--- src/rtl/clk_period_meter.sv ---
// Measures the period and high time of a slow, asynchronous signal in clock_in cycles.
// Results leave through a valid/ready port; stalls and dropped results are flagged.
module clk_period_meter #(
  parameter int CNT_W = 28,
  parameter logic [CNT_W-1:0] TIMEOUT = 28'd100_000_000
) (
  input  logic             clock_in,
  input  logic             reset,
  input  logic             sig_in,
  input  logic             meas_ready,
  output logic             meas_valid,
  output logic [CNT_W-1:0] period_cnt,
  output logic [CNT_W-1:0] high_cnt,
  output logic             sat,
  output logic             stalled,
  output logic             overrun
);

  typedef enum logic {WAIT_EDGE, MEASURE} state_t;

  localparam logic [CNT_W-1:0] ONE      = CNT_W'(1);
  localparam logic [CNT_W-1:0] ALL_ONES = '1;

  state_t           state;
  logic             s_meta;
  logic             s_sync;
  logic             s_prev;
  logic [CNT_W-1:0] per_run;
  logic [CNT_W-1:0] hi_run;
  logic             rise;
  logic             xfer;
  logic             formed;

  assign rise   = s_sync & ~s_prev;
  assign xfer   = meas_valid & meas_ready;
  assign formed = (state == MEASURE) && rise;

  // A result is formed on every rise seen while measuring; the first rise only arms.
  always_ff @(posedge clock_in) begin
    if (reset) begin
      s_meta     <= 1'b0;
      s_sync     <= 1'b0;
      s_prev     <= 1'b0;
      state      <= WAIT_EDGE;
      per_run    <= '0;
      hi_run     <= '0;
      meas_valid <= 1'b0;
      period_cnt <= '0;
      high_cnt   <= '0;
      sat        <= 1'b0;
      stalled    <= 1'b0;
      overrun    <= 1'b0;
    end else begin
      s_meta <= sig_in;
      s_sync <= s_meta;
      s_prev <= s_sync;

      case (state)
        WAIT_EDGE: begin
          if (rise) begin
            state   <= MEASURE;
            per_run <= ONE;
            hi_run  <= {{(CNT_W-1){1'b0}}, s_sync};
          end
        end
        MEASURE: begin
          if (rise) begin
            per_run <= ONE;
            hi_run  <= ONE;
          end else begin
            if (per_run != ALL_ONES) per_run <= per_run + ONE;
            if (s_sync && (hi_run != ALL_ONES)) hi_run <= hi_run + ONE;
            if (per_run == (TIMEOUT - ONE)) begin
              stalled <= 1'b1;
              state   <= WAIT_EDGE;
            end
          end
        end
        default: state <= WAIT_EDGE;
      endcase

      // The output slot is reusable when empty or being drained this cycle.
      if (formed) begin
        stalled <= 1'b0;
        if (!meas_valid || xfer) begin
          meas_valid <= 1'b1;
          period_cnt <= per_run;
          high_cnt   <= hi_run;
          sat        <= (per_run == ALL_ONES);
        end else begin
          overrun <= 1'b1;
        end
      end else if (xfer) begin
        meas_valid <= 1'b0;
      end
    end
  end

endmodule

--- config.mk ---
export PLATFORM = sky130hd
export DESIGN_NAME = clk_period_meter
export DESIGN_NICKNAME = d
export VERILOG_FILES = /design/src/rtl/clk_period_meter.sv
export SDC_FILE = /design/constraint.sdc
export NUM_CORES = 1
export LEC_CHECK = 0
export ABC_CLOCK_PERIOD_IN_PS = 2300
export BUFFER_PORTS_ARGS = -buffer_cell sky130_fd_sc_hd__buf_2
export CELL_PAD_IN_SITES_DETAIL_PLACEMENT = 1
export CELL_PAD_IN_SITES_GLOBAL_PLACEMENT = 1
export CORE_UTILIZATION = 39
export DETAILED_ROUTE_END_ITERATION = 16
export GPL_ROUTABILITY_DRIVEN = 0
export HOLD_SLACK_MARGIN = 0.08
export PLACE_DENSITY = 0.8
export SYNTH_ARGS = -nofsm -noshare
export SYNTH_HDL_FRONTEND = slang
export SYNTH_SLANG_ARGS = --single-unit
export TNS_END_PERCENT = 1
--- constraint.sdc ---
create_clock -name clock_in -period 2.3 [get_ports clock_in]
set_clock_uncertainty 0.15 [all_clocks]
set_input_delay 0.115 -clock clock_in [delete_from_list [all_inputs] [get_ports clock_in]]
set_output_delay 0.115 -clock clock_in [all_outputs]
set_load 0.05 [all_outputs]
Word level (Yosys, flattened, before mapping)
Cells that the tools add are included.
Word-level totals
  register bits after elaboration: 120
  input port bits: 4
  output and inout bits: 60
  word-level logic and storage cells: 55
Cells by class
  reduce and logical (&&, ||, !) cells: 12
  bitwise operators: 6
  $add $sub $neg: 2
  multiplexer cells: 15
  equal/unequal tests: 8
Operators with widths (number)
  two-way mux 28 bit: 6
  one-hot mux 28 bit (2 select lines): 2
  adder 28 x 1 -> 28 bit (second input constant): 2
  != test 28 bit (second input constant): 2
  equality test 28 x 27 -> 1 bit (second input constant): 1
  equality test 28 bit (second input constant): 1
  AND reduction 2 bit: 5
  two-way mux 1 bit: 6
  != test 3 x 1 -> 1 bit (second input constant): 2
  inverter 1 bit: 4
  AND reduction 3 bit: 1
  bitwise AND 1 bit: 2
  logical AND 1 bit: 2
  != test 2 x 1 -> 1 bit (second input constant): 1
  != test 2 bit (second input constant): 1
  one-hot mux 1 bit (2 select lines): 1
  nonzero test 2 bit: 1
  OR reduction 2 bit: 1
  zero test 1 bit: 1
  logical OR 1 bit: 1

Logic depth before layout (Yosys ltp)
  depth in word-level cells: 5
  mapped depth: 8
  depth with buffers taken out: 6

Worst setup path after synthesis
OpenSTA, ideal clock, no wires.
  path kind: flip-flop to flip-flop
  start point: register per_run[0]
  end point: register per_run[17]
  stages on the path, launching flop included: 9
  required time: 2.022 ns
  slack: -0.002 ns
  clock period less this slack: 2.302 ns
  library setup time: 0.128 ns
  data arrival time: 2.025 ns
  cell sequence: dfxtp_1 > ha_1 > nand3_1 > or4_1 > buf_2 > o2111ai_1 > buf_4 > xor2_1 > nor2_1
On the way
  word-level cells in the longest chain between the ends: 4
  elaborated cells on any way between the ends: 7
  those cells by class: add/sub (1); eq/ne (2); mux (3); reduce/logical (1)
Ends and longest elaborated chain
  start: declaration: line 28  | logic [CNT_W-1:0] per_run;
  start signal: assignment: line 71  | if (per_run != ALL_ONES) per_run <= per_run + ONE;
  adder 28 x 1 -> 28 bit: line 71
  two-way mux 28 bit: line 71
  two-way mux 28 bit: line 67  | if (rise) begin
  one-hot mux 28 bit (2 select lines): line 58  | case (state)
Several ways; a longest one is shown, not always the timed one. The select of a mux whose other input is x is not followed.
A chain may end at the register's enable or synchronous reset.

Worst setup path in the final report
  start point: register hi_run[1]
  end point: register hi_run[10]
On the way
  word-level cells in the longest chain between the ends: 4
  elaborated cells on any way between the ends: 8
  those cells by class: add/sub (1); eq/ne (2); mux (3); reduce/logical (2)
Ends and longest elaborated chain
  start: declaration: line 29  | logic [CNT_W-1:0] hi_run;
  start signal: assignment: line 63  | hi_run <= {{(CNT_W-1){1'b0}}, s_sync};
  start signal: assignment: line 72  | if (s_sync && (hi_run != ALL_ONES)) hi_run <= hi_run + ONE;
  adder 28 x 1 -> 28 bit / != test 28 bit (equally long branches): line 72
  two-way mux 28 bit / logical AND 1 bit (equally long branches): line 72
  two-way mux 28 bit / != test 3 x 1 -> 1 bit (equally long branches)
  one-hot mux 28 bit (2 select lines) / AND reduction 2 bit (equally long branches)
Several ways; a longest one is shown, not always the timed one. The select of a mux whose other input is x is not followed.

==> metrics.csv <==
stage,metric,value,unit
global_route,"Remaining Overflow, GRT",0,
worst_setup_path,CP Capture Type,register,
detailed_routing,drt initial violations,282,
floorplanning,Die Ht,117,µm
cells_and_area,Finished Cell Area,6710,µm²
detailed_routing,routed vias/inst,5.66,
global_route,initial antenna violation count,0,
cells_and_area,Ant. Diodes,0,
global_route,vias in the first global route,5567,
power_and_ir_drop,Max IR drop VDD,0.000480,V
worst_setup_path,FF-to-FF End,hi_run[10],
floorplanning,Site Rows,41,
worst_setup_path,Worst Reg-to-Reg Cells,7,
clocking,H-tree depth,4,
global_route,largest net degree at the start of global routing,44,
sta,final hold vios,0,
worst_setup_path,CP max stage delay,0.56,ns
worst_setup_path,CP cell instances,"ha_1, and3_1, and4_1, a21o_1, buf_4, or4_1, a21oi_2",
place,hpwl dp,11000,µm
worst_setup_path,R2R setup slack,0.005,ns
yosys,Synth cell types,49,
detailed_routing,DRT met1 WL,7020,µm
place,Buffers on Ports,63,
sta,RSZ-0062 raised after global routing,yes,
detailed_routing,antenna-violating nets left,0,
detailed_routing,max layer used,met4,
clocking,CTS root buffer,clkbuf_16,
floorplanning,Starting Density,40.6,%
clocking,Clock transition at path regs,0.05,ns
sta,normalized max-slew margin,65.2,%
worst_setup_path,kind of critical path,reg2reg,
sta,Final Slew Violations,0,
sta,f_max,436,MHz
detailed_routing,met2 WL post-DR,8880,µm
clocking,clk buf depth,2,
yosys,Async SR Flop Fraction,0,%
detailed_routing,DR WL/cell,17.9,µm
yosys,register area share after synthesis,46.3,%
yosys,"flops & latches, synth",120,
clocking,CTS tree,built,
power_and_ir_drop,Pleak,2.45,nW
worst_setup_path,slowest cell on the critical path,or4_1,
sta,final setup violation count,0,
cells_and_area,final net count,760,
worst_setup_path,CP Capture Point,hi_run[10],
floorplanning,DIE AREA,13800,µm²
detailed_routing,DRC,0,
clocking,CTS buffer count,17,
clocking,Num Clock Sinks,120,
yosys,Most used DFF post-synth,dfxtp_1,
yosys,synth warn,0,
floorplanning,Top Ports,64,
floorplanning,core area,12800,µm²
run_status,run status,finished clean,
worst_setup_path,Worst EP required,2.50,ns
yosys,syn nets,659,
power_and_ir_drop,Pwr Total,4.93,mW
worst_setup_path,Startpoint Class,register,
yosys,Post-synth EDFFs,0,
detailed_routing,drt first pass iters,4,
global_route,Tot GR Track Use,24.7,%
place,Setup WS pre-CTS,-0.00107,ns
yosys,Mapped Area,5190,µm²
yosys,Synth Instances,653,
global_route,first-pass GRT wire length,27400,µm
cells_and_area,area grow syn2layout,29.3,%
sta,clock period minus worst slack,2.29,ns
sta,fin crit share,99.8,%
detailed_routing,vias after detailed routing,5306,
worst_hold_path,hold depth,3,
worst_setup_path,Worst Path Max Fanout,9,
clocking,clk_lat worst skew,0.42,ns
detailed_routing,Post-Route WL,16800,µm
worst_hold_path,worst hold path class,in2reg,
job,max-cap violation count,0,
cells_and_area,share of cells above drive strength 1,23.5,%
detailed_routing,Routed met3 length,518,µm
yosys,Mean Syn Cell Area,7.95,µm²
place,dpl cell area,6000,µm²
worst_setup_path,RR Startpoint,hi_run[1],
sta,Least-Margin Pin Slew,0.509,ns
worst_setup_path,Worst Setup SP,hi_run[1],
floorplanning,die width,117,µm
sta,final worst setup slack,0.00519,ns
power_and_ir_drop,PD cells,734,nW/µm²
worst_setup_path,Worst EP arrival,2.50,ns
## worst min-delay path by stage
stage	from	end
global route	period_cnt[15]	period_cnt[15]
floorplan	sig_in	s_meta
finish	sig_in	s_meta
global placement	sig_in	s_meta
CTS	sig_in	s_meta
detailed placement	sig_in	s_meta
## worst max-delay path: cells and delay by family (launching register included)
| family | cells | cell delay (ns) |
|---|---|---|
| flops | 1 | 0.34 |
| compound gates | 2 | 0.38 |
| simple gates | 3 | 0.95 |
| fa+ha+maj | 1 | 0.22 |
| buf+inv | 1 | 0.18 |
## final cells by class
cell class	instances	area (µm²)
tap	172	215
clock buffer	21	460
timing repair buffer	127	847
sequential	120	2410
fill	1548	6060
inverter	10	37.5
clock inverter	9	125
multi-input combinational	478	2610
## layout by cell type (no fill, tap or decap), types with 7 or more instances in the layout
master / count
buf_4: 56
a21oi_1: 86
or2_2: 7
a31oi_1: 16
clkbuf_16: 17
inv_1: 10
nand2_1: 147
o21ai_0: 16
o31ai_1: 12
nand3_1: 32
or4_1: 13
nor3_1: 7
dfxtp_1: 114
o211ai_1: 8
nor2_1: 29
or3_1: 13
nand4_1: 19
buf_2: 63
## metal layers
metal / track usage (%) / up-vias
met5: 0 / -
met1: 27.5 / 2638
met4: 11.3 / 0
li1: - / 2523
met2: 45.1 / 109
met3: 4.96 / 36
## synthesized netlist by cell type (all sizes together), types with 2 or more instances
master | instances | area (µm²)
nand2 | 147 | 552
dfxtp | 120 | 2400
a21oi | 87 | 435
nand3 | 33 | 165
nor2 | 30 | 113
clkbuf | 29 | 109
nand4 | 20 | 131
o21ai | 17 | 96.4
a31oi | 16 | 100
buf | 16 | 91.3
or3 | 14 | 87.6
or4 | 14 | 105
o31ai | 12 | 90.1
inv | 10 | 37.5
nor4 | 10 | 75.1
o211ai | 8 | 60.1
nor3 | 7 | 35.0
or2 | 7 | 43.8
a41oi | 6 | 52.6
and3 | 6 | 37.5
nor2b | 6 | 37.5
xnor2 | 6 | 52.6
and4 | 4 | 35.0
xor2 | 4 | 35.0
a211oi | 3 | 27.5
o21a | 3 | 22.5
ha | 2 | 25.0
nand2b | 2 | 12.5
## per-stage QoR
stage	util (%)	hold slack, ns	cells	setup TNS (ns)
3_5_place_dp	47.0	0.183	900	-0.00107
2_1_floorplan	-	0.0932	653	0
3_3_place_gp	47.0	0.180	900	0
6_report	52.5	0.298	937	0
4_1_cts	52.0	0.276	934	0
5_1_grt	52.5	0.317	937	-0.260
## timing repair
item,4_1_cts,5_1_grt
hold buffers,4,0
endpoints found under the setup margin,2,19
gates resized for setup,3,12
hold endpoints to repair,23,0
pin swaps,0,3
setup buffers,0,3
## flip-flops by register name, indices dropped and copies added, names as in the netlist, 28 cells and up
signal      flops
hi_run         28
high_cnt       28
per_run        28
period_cnt     28
## where the power goes
part	internal, mW	leakage, nW	switching [mW]	total, mW
registers	2.09	0.970	0.00421	2.09
clock network	1.74	0.285	0.949	2.69
logic	0.0503	1.19	0.0988	0.149
## logic make-up (layout without fill, tap and decap cells)
family / count (synthesis) / after routing / synth area share (%)
buffers and inverters: 55 / 167 / 4.58
xor gates and xnor gates: 10 / 10 / 1.69
muxes: 2 / 2 / 0.410
adders and majority gates: 2 / 2 / 0.482
DFF: 120 / 120 / 46.3
AOI/OAI and AO/OA: 163 / 163 / 18.8
and+or+nand+nor: 301 / 301 / 27.7
(Power assumes the default switching activity.)
